### src/rtl/ram_ready.sv
// rtl/ram_ready.sv - SDRAM slot timing and bus-cycle handshake companion
//
// Runs the substate counter SS and the 4-slot command cycle RS in lockstep
// with the SDRAM sequencer. It captures one RAM/ROM access per CPU strobe,
// pulses RDLE at CAS latency for reads, and raises RAMRDY when the access
// slot is served. ERR latches if a selected access goes unserved too long.
//
// Ports:
//   CLK    in   fast clock
//   RST    in   synchronous active-high reset
//   nAS    in   CPU address strobe, active-low
//   nWE    in   CPU write, active-low
//   BACT   in   bus cycle active qualifier for capture
//   RAMCS  in   RAM select
//   ROMCS  in   ROM select
//   SS     out  2-bit free-running substate counter
//   RS     out  2-bit slot state
//   RAMRDY out  access complete, held while nAS=0
//   RDLE   out  one-CLK read-data latch enable
//   ERR    out  sticky stall flag

module ram_ready #(
  parameter int CL   = 2,
  parameter int TOUT = 63
) (
  input  logic       CLK,
  input  logic       RST,
  input  logic       nAS,
  input  logic       nWE,
  input  logic       BACT,
  input  logic       RAMCS,
  input  logic       ROMCS,
  output logic [1:0] SS,
  output logic [1:0] RS,
  output logic       RAMRDY,
  output logic       RDLE,
  output logic       ERR
);

  typedef enum logic [1:0] {
    SLOT0 = 2'd0,
    SLOT1 = 2'd1,
    SLOT2 = 2'd2,
    SLOT3 = 2'd3
  } slot_t;

  localparam logic [1:0] CL_SS  = 2'(CL - 1);
  localparam logic [5:0] TOUT_V = 6'(TOUT);

  slot_t       rs_q, rs_nxt;
  logic [1:0]  ss_nxt;
  logic        pend, pend_nxt;
  logic        wr, wr_nxt;
  logic        done, done_nxt;
  logic        rdy_nxt, rdle_nxt, err_nxt;
  logic [5:0]  tcnt, tcnt_nxt;
  logic        selected, capture, serve, slot_end;

  assign RS = rs_q;

  always_comb begin
    ss_nxt   = SS + 2'd1;
    rs_nxt   = rs_q;
    pend_nxt = pend;
    wr_nxt   = wr;
    done_nxt = done;
    rdy_nxt  = RAMRDY;
    tcnt_nxt = tcnt;

    selected = RAMCS | ROMCS;
    slot_end = (SS == 2'd3);
    capture  = (rs_q == SLOT1) && (SS == 2'd1) && !nAS && BACT && selected && !done;
    serve    = (rs_q == SLOT2) && slot_end && pend;

    if (slot_end) begin
      case (rs_q)
        SLOT0:   rs_nxt = SLOT1;
        // An already-served strobe skips the access slot (refresh slot).
        SLOT1:   if (!nAS) rs_nxt = done ? SLOT3 : SLOT2;
        SLOT2:   rs_nxt = SLOT3;
        SLOT3:   rs_nxt = SLOT0;
        default: rs_nxt = SLOT0;
      endcase
    end

    // Release wins over serve: a strobe that ends on the serve edge is dropped.
    if (nAS) begin
      rdy_nxt  = 1'b0;
      pend_nxt = 1'b0;
      if (slot_end) done_nxt = 1'b0;
    end else begin
      if (capture) begin
        pend_nxt = 1'b1;
        wr_nxt   = ~nWE & RAMCS;  // ROM writes complete as reads
      end
      if (serve) begin
        pend_nxt = 1'b0;
        done_nxt = 1'b1;
        rdy_nxt  = 1'b1;
      end
    end

    // RDLE is registered, so it is decoded from the state the next cycle will hold.
    rdle_nxt = (rs_nxt == SLOT2) && (ss_nxt == CL_SS) && pend_nxt && !wr_nxt;

    if (nAS || done) begin
      tcnt_nxt = 6'd0;
    end else if ((rs_q == SLOT3) && slot_end && selected && (tcnt != 6'h3f)) begin
      tcnt_nxt = tcnt + 6'd1;
    end

    err_nxt = ERR | (tcnt_nxt >= TOUT_V);
  end

  always_ff @(posedge CLK) begin
    if (RST) begin
      SS     <= 2'd0;
      rs_q   <= SLOT0;
      RAMRDY <= 1'b0;
      RDLE   <= 1'b0;
      ERR    <= 1'b0;
      pend   <= 1'b0;
      wr     <= 1'b0;
      done   <= 1'b0;
      tcnt   <= 6'd0;
    end else begin
      SS     <= ss_nxt;
      rs_q   <= rs_nxt;
      RAMRDY <= rdy_nxt;
      RDLE   <= rdle_nxt;
      ERR    <= err_nxt;
      pend   <= pend_nxt;
      wr     <= wr_nxt;
      done   <= done_nxt;
      tcnt   <= tcnt_nxt;
    end
  end

endmodule
### config.mk
export PLATFORM = sky130hd
export DESIGN_NAME = ram_ready
export DESIGN_NICKNAME = d
export VERILOG_FILES = /design/src/rtl/ram_ready.sv
export SDC_FILE = /design/constraint.sdc
export NUM_CORES = 1
export LEC_CHECK = 0
export ABC_AREA = 0
export BUFFER_PORTS_ARGS = -buffer_cell sky130_fd_sc_hd__buf_4
export CORE_UTILIZATION = 56
export DETAILED_ROUTE_END_ITERATION = 12
export PLACE_DENSITY = 0.8
export SYNTH_ARGS = -nofsm -noshare
export SYNTH_HDL_FRONTEND = slang
export SYNTH_SLANG_ARGS = --single-unit
### constraint.sdc
create_clock -name CLK -period 3.95 [get_ports CLK]
set_input_delay 0.9875 -clock CLK [delete_from_list [all_inputs] [get_ports CLK]]
set_output_delay 0.9875 -clock CLK [all_outputs]
set_load 0.05 [all_outputs]
-- After elaboration in Yosys (flattened, before gate mapping)
Cells that the tools add are included.
- flip-flop bits (word level): 16
- input port bits: 7
- output and inout port bits: 7
- logic and storage cells: 60
- add/sub/neg operators: 2
- $lt $le $gt $ge: 1
- equal/unequal tests: 9
- mux-type cells: 14
- bitwise gates (word level): 4
- reduce and logical (&&, ||, !) cells: 21
- operator list (operator ; number):
    $logic_and 1x1->1 ; 13
    $mux 6 ; 2
    $mux 1 ; 9
    $eq 2x2->1 const B ; 4
    $pmux 2 s4 ; 1
    $add 6x1->6 const B ; 1
    $eq 2x1->1 const B ; 3
    $ge 6x6->1 const B ; 1
    $ne 6x6->1 const B ; 1
    $mux 2 ; 2
    $logic_not 1->1 ; 3
    $add 2x1->2 const B ; 1
    $logic_not 2->1 ; 1
    $ne 2x1->1 const B ; 1
    $or 1x1->1 ; 2
    $reduce_and 2->1 ; 1
    $reduce_bool 2->1 ; 1
    $reduce_or 2->1 ; 1
    $and 1x1->1 ; 1
    $logic_or 1x1->1 ; 1
    $not 1->1 ; 1

-- Longest topological paths before layout
Gate-level depths: netlist of run 1.
- word-level depth: 11
- gate-level depth with buffers: 7
- gate-level depth less buffers: 7

-- Worst setup path before layout of run 1
No wires, ideal clock.
- kind: register to register
- from: reg SS[0]
- to: reg ERR
- data arrival time: 1.953 ns
- setup slack: 1.909 ns
- stages on the path, launching flop included: 7
- path buffers: 0
- period minus slack after synthesis: 2.041 ns
- path through: dfxtp_1 > ha_1 > nand2_2 > nor4_2 > mux2i_1 > or2_1 > o32ai_2
- word-level cells in the longest chain between the ends: 8
- RTL lines (element ; RTL line ; text):
    from (decl) ; 33 ; output logic [1:0] SS,
    from (signal assigned) ; 127 ; SS <= ss_nxt;
    $eq 2x2->1 ; 71 ; slot_end = (SS == 2'd3);
    $logic_and 1x1->1 (3 in series) ; 108 ; end else if ((rs_q == SLOT3) && slot_end && selected && (tcnt != 6'h3f)) begin
    $mux 6 ; 108 ;
    $mux 6 ; 106 ; if (nAS || done) begin
    $ge 6x6->1 ; 112 ; err_nxt = ERR | (tcnt_nxt >= TOUT_V);
    $or 1x1->1 ; 112 ;
    to (signal assigned) ; 131 ; ERR <= err_nxt;
    to (decl) ; 37 ; output logic ERR
Every way passes these cells.
A chain may end at the register's enable or synchronous reset.

-- Final worst setup path of run 1
- from: reg rs_q[1] (netlist: RS[1])
- to: out RS[1]
- RTL lines (element ; RTL line ; text):
    from (decl) ; 50 ; slot_t rs_q, rs_nxt;
    from (signal assigned) ; 128 ; rs_q <= rs_nxt;
    to (decl) ; 34 ; output logic [1:0] RS,
No word-level cell between the ends.

==> results of run 1 <==
-- per-stage QoR --
step                      instances  utilization [%]  setup slack [ns]
final                           120             70.4              1.87
after global routing            120             70.4              1.84
after CTS                       120             70.4              1.88
after detailed placement        117             68.7              1.65
after global placement          117             68.7              1.71
after floorplan                  91                -              1.91
-- layer usage --
| metal | up-vias | track usage (%) |
|---|---|---|
| met4 | 0 | 18.1 |
| li1 | 344 | - |
| met5 | - | 0 |
| met2 | 20 | 35.2 |
| met1 | 294 | 28.7 |
| met3 | 4 | 3.41 |
-- worst paths after layout --
path,start,endpoint,slack [ns]
hold / removal,ERR,ERR,0.48
hold reg to reg,ERR,ERR,0.48
setup reg to reg,SS[0],ERR,2.12
setup / recovery,RS[1],RS[1],1.87
-- state kept, by name, indices dropped and copies added (netlist names) --
| register | flops |
|---|---|
| done | 1 |
| SS | 2 |
| tcnt | 6 |
| RS | 2 |
| wr | 1 |
| ERR | 1 |
| pend | 1 |
| RAMRDY | 1 |
| RDLE | 1 |
-- cell families (layout without fill, tap and decap cells) --
kind of cell | after synthesis | in the layout | synth area share (%)
AND/OR/NAND/NOR | 47 | 47 | 31.3
flip-flops | 16 | 16 | 40.0
AO/OA/AOI/OAI | 10 | 10 | 9.84
buffers and inverters | 7 | 21 | 3.91
multiplexers | 5 | 5 | 6.56
adder cells (fa/ha/maj) | 4 | 4 | 6.25
XOR/XNOR | 2 | 2 | 2.19
-- cell type report --
type                            instances  area [um2]
Clock buffer                            3        22.5
Timing Repair Buffer                   13        97.6
Multi-Input combinational cell         68         449
Inverter                                5        18.8
Sequential cell                        16         320
Fill cell                             103         390
Tap cell                               15        18.8
-- layout by cell type (no fill, tap or decap), types with 2 or more instances in the layout --
cell	synthesis	layout
dfxtp_1	16	16
nor2_1	14	14
buf_4	1	13
nor3_1	7	7
nand2_1	7	7
inv_1	5	5
nand3_1	5	5
ha_1	4	4
mux2i_1	3	3
a21oi_1	3	3
clkbuf_4	0	3
o21a_1	2	2
nor3b_1	2	2
nand2b_1	2	2
mux2_2	2	2
-- power by group --
| group | internal, mW | leakage [nW] | switching (mW) |
|---|---|---|---|
| clock | 0.0355 | 0.0138 | 0.0511 |
| combinational | 0.0120 | 0.224 | 0.0198 |
| sequential | 0.164 | 0.129 | 0.00298 |
| total | 0.211 | 0.368 | 0.0739 |
==> flow_summary.ini, run 1 <==
[synth]
synth_cell_types = 32
seq_area_frac_synth_pct = 40.0
synth_ff_type = dfxtp_1
synth_top_cells_by_count = dfxtp_1, nor2_1, nand2_1, nor3_1
avgSynthCellArea_um2 = 8.80
synth.most_common_cell = dfxtp_1
synth_top_area_share_pct = 40.0
synth.area.top_cells = dfxtp_1, nor2_1, ha_1
netlist_instances = 91
syn_area_um2 = 801
synth_top_area_cell = dfxtp_1
ys_ff_latch = 16
ys_async_sr_fraction_pct = 0
syn_nets = 102
synth-edff-count = 0
ys_warn_count = 0

[cells_and_area]
postLayoutCellArea_um2 = 927
layout.nets = 118
drive_above_1_share_pct = 23.8
insertedDiodeCount = 0
area_delta_synth_final_pct = 15.8

[run]
cap_viol_max_count = 0

[worst_setup_path]
worstSetupStartpointType = register
endpoint_kind = output pin
cpMaxStageDelayCell = dfxtp_1
cp_num_buf_inv = 1
reg2reg_depth = 6
crit_cells = 1
crit_family = flip-flops
critPathRequiredTime_ns = 2.96
crit_arrival_ns = 1.09
crit_chain = buf_4
path_max_fanout = 10
path_class = reg2out
slowest_delay_ns = 0.53

[global_routing]
grt_pass1_wl_um = 2330
grt_pass1_vias = 563
grt_max_degree = 13
grt_usage_pct = 23.2
grt_overflow = 0
antenna_found_initial = 0

[clock_tree]
root_buffer = clkbuf_4
cts_tree = done
clockBufferDepth = 2
cts_resized = 0
cts.hold.buffers_added = 0
cts_buffers = 3
clock_latency_ns = 0.29
cts.htree.levels = 1
cts_setup_buffers = 0
clk_pin_slew_ns = 0.09
cts_sinks = 16

[route]
wl_met3_um = 68
highest_layer = met4
antenna_left = 0
route.vias.total = 662
wirelength_um = 1540
wl_met2_um = 698
initialDrtViolationCount = 15
dr.pass1.iters = 4
vias_per_cell = 5.52
routedWlPerCell_um = 12.9
drt-met1-wl_um = 734
drc = 0

[power_and_ir_drop]
power_density_mw_per_mm2 = 307
total_power_mw = 0.285
vdd_ir_drop_max_v = 0.000201
p_leak_nw = 0.368

[timing]
fin_skew_ns = 0.00448
timing.hold.ws_ns = 0.476
drv_slew = 0
setup_viol = 0
layout_min_cycle_time_ns = 2.08
grt_setup_unrepaired = false
finalSetupTns_ns = 0
max_slew_margin_pct = 70.5
tightest_slew_ns = 0.441
max_freq_mhz = 482
fin_crit_sh_pct = 52.5
hold_viol_final = 0

[placement]
place_hpwl_um = 1170
portBuffers = 13
dpl_cell_area_um2 = 905
finalWeightedCongestion = 0.833

[die]
io_pins = 14
core_mm2 = 0.00132
rows = 13
dieArea_mm2 = 0.00159
dieHeight_um = 39.8
initial_core_util_pct = 60.8
die_x_um = 39.8

[worst_hold_path]
whs_path_depth = 2
hold_path_class = reg2reg

[run_status]
status = finished, final reports clean
No activity file was read; power rests on OpenSTA's default activity.
==> run 2, diff against run 1 <==
ABC_AREA = 1   (was 0)
CORE_UTILIZATION = 53   (was 56)
PLACE_DENSITY = 0.76   (was 0.8)
clock period = 2.1 ns   (was 3.95 ns; I/O delays follow)
==> flow_summary.ini, run 2 <==
[placement]
dp_cells = 151
place_hpwl_um = 1410
dp_slack_ns = 0.465
finalWeightedCongestion = 0.807
portBuffers = 13

[synth]
synthMuxAreaShare_pct = 0
synth-edff-count = 0
ys_ff_latch = 16
synth_compound_area_share_pct = 6.69
avgSynthCellArea_um2 = 7.00
synth_top_area_cell = dfxtp_1
ys_warn_count = 0
synth_ff_type = dfxtp_1
synth_top_area_share_pct = 37.2
synth_xor_area_share_pct = 1.02
netlist_instances = 123
synthAdderAreaFrac_pct = 5.81
synth_top_cells_by_count = inv_1, nand2_1, nor2_1
synth_simple_gate_area_share_pct = 38.4
synth_top_family_by_area = simple AND/OR/NAND/NOR gates
ys_async_sr_fraction_pct = 0
synth.area.top_cells = dfxtp_1, inv_1, nand2_1
syn_nets = 134
syn_area_um2 = 861
synth_cell_types = 22
seq_area_frac_synth_pct = 37.2

[global_routing]
grt_overflow = 0
grt_usage_pct = 23.1
grt_pass1_vias = 743
antenna_found_initial = 0
grt_max_degree = 14
grt_pass1_wl_um = 3070

[clock_tree]
cts.htree.levels = 1
cts_resized = 0
cts_sinks = 16
root_buffer = clkbuf_4
clockBufferDepth = 2
clk_pin_slew_ns = 0.10
cts_buffers = 3
cts_tree = done
clock_latency_ns = 0.29
cts.hold.buffers_added = 0
cts_setup_buffers = 0

[timing]
grt_setup_unrepaired = false
setup_ws_ns = 0.437
setup_viol = 0
max_slew_margin_pct = 79.4
drv_slew = 0
max_freq_mhz = 601
fin_crit_sh_pct = 79.2
layout_min_cycle_time_ns = 1.66
hold_viol_final = 0
tightest_slew_ns = 0.307
finalSetupTns_ns = 0
fin_skew_ns = 0.00141

[power_and_ir_drop]
vdd_ir_drop_max_v = 0.000419
total_power_mw = 0.589
power_density_mw_per_mm2 = 582
p_leak_nw = 0.467

[worst_setup_path]
path_max_fanout = 6
reg2reg_depth = 9
endpoint_kind = register
crit_end = ERR
rr_endpoint = ERR
critPathRequiredTime_ns = 2.29
worstSetupStartpointType = register
r2r_start = SS[0]
crit_arrival_ns = 1.86
reg2reg_slack_ns = 0.44
path_class = reg2reg
startpoint = SS[0]

[die]
initial_core_util_pct = 57.1
core_mm2 = 0.00151
dieArea_mm2 = 0.00179
rows = 14
io_pins = 14
dieHeight_um = 42.3
die_x_um = 42.3

[route]
drc = 0
antenna_left = 0
dr.pass1.iters = 4
wirelength_um = 1890
vias_per_cell = 5.35
initialDrtViolationCount = 22
route.vias.total = 830
routedWlPerCell_um = 12.2

[cells_and_area]
fill_cells = 125
drive_above_1_share_pct = 18.0
mostFrequentLayoutCells = inv_1, nand2_1, nor2_1
insertedDiodeCount = 0
area_delta_synth_final_pct = 17.4
largest_register_ffs = 6
finalNonFillerCells = 155
regMostFlops = tcnt
layout.nets = 151

[worst_hold_path]
hold_path_class = in2reg

[run_status]
status = finished, final reports clean

[run]
cap_viol_max_count = 0
## run 2: cell types whose count changed after synthesis, moves of 4 or more
cell | before | now
nand3_1 | 5 | 11
nor3_1 | 7 | 3
nor2_1 | 14 | 18
nand2_1 | 7 | 24
inv_1 | 5 | 24
## run 2: layout make-up
| class | instances | area [um2] | area share (%) |
|---|---|---|---|
| multi-input cells | 82 | 447 | 44.2 |
| well taps | 16 | 20.0 | 1.98 |
| flip-flops and latches | 16 | 320 | 31.7 |
| repair buffers | 13 | 97.6 | 9.65 |
| clock buffers | 4 | 36.3 | 3.59 |
| inverters | 24 | 90.1 | 8.91 |
## run 2: per-stage QoR
step                utilization [%]  hold WS [ns]  instance area, um2
global route                   67.1         0.438                1010
floorplan                         -         0.456                 861
detailed placement             64.7         0.473                 975
global placement               64.7         0.447                 975
CTS                            67.1         0.433                1010
finish                         67.1         0.430                1010
## run 2: cell families (layout without fill, tap and decap cells)
| family | Yosys count | in the layout |
|---|---|---|
| compound gates | 9 | 9 |
| fa+ha+maj | 4 | 4 |
| flops | 16 | 16 |
| buf+inv | 25 | 41 |
| simple gates | 68 | 68 |
| xor+xnor | 1 | 1 |
## run 2: power breakdown
group | internal, mW | total [mW] | switching (mW) | leakage, nW
logic | 0.0219 | 0.0650 | 0.0431 | 0.316
clock network | 0.106 | 0.209 | 0.103 | 0.0210
registers | 0.308 | 0.314 | 0.00626 | 0.129
total | 0.436 | 0.589 | 0.153 | 0.467
## run 2: worst min-delay path by stage
stage	start	slack, ns	to	cells past startpoint
2_1_floorplan	pend	0.46	pend	2
4_1_cts	nAS	0.43	RAMRDY	2
3_5_place_dp	ERR	0.47	ERR	2
3_3_place_gp	ERR	0.45	ERR	2
5_1_grt	nAS	0.44	RAMRDY	2
6_report	nAS	0.43	RAMRDY	2
## run 2: worst max-delay path: stages, from the launching register on
cell,delay (ns)
dfxtp_1,0.42
ha_1,0.31
nand3_2,0.12
nor2_4,0.17
nand2_4,0.09
or2_1,0.23
nand3_2,0.07
nor2_1,0.05
nand3_1,0.06
nand2_1,0.06
## run 2: metal layers
layer / part of all wire [%] / track usage (%)
met1: 45 / 28.4
met2: 47 / 38.8
met3: 5.0 / 3.45
met4: 2.6 / 11.9
met5: 0 / 0
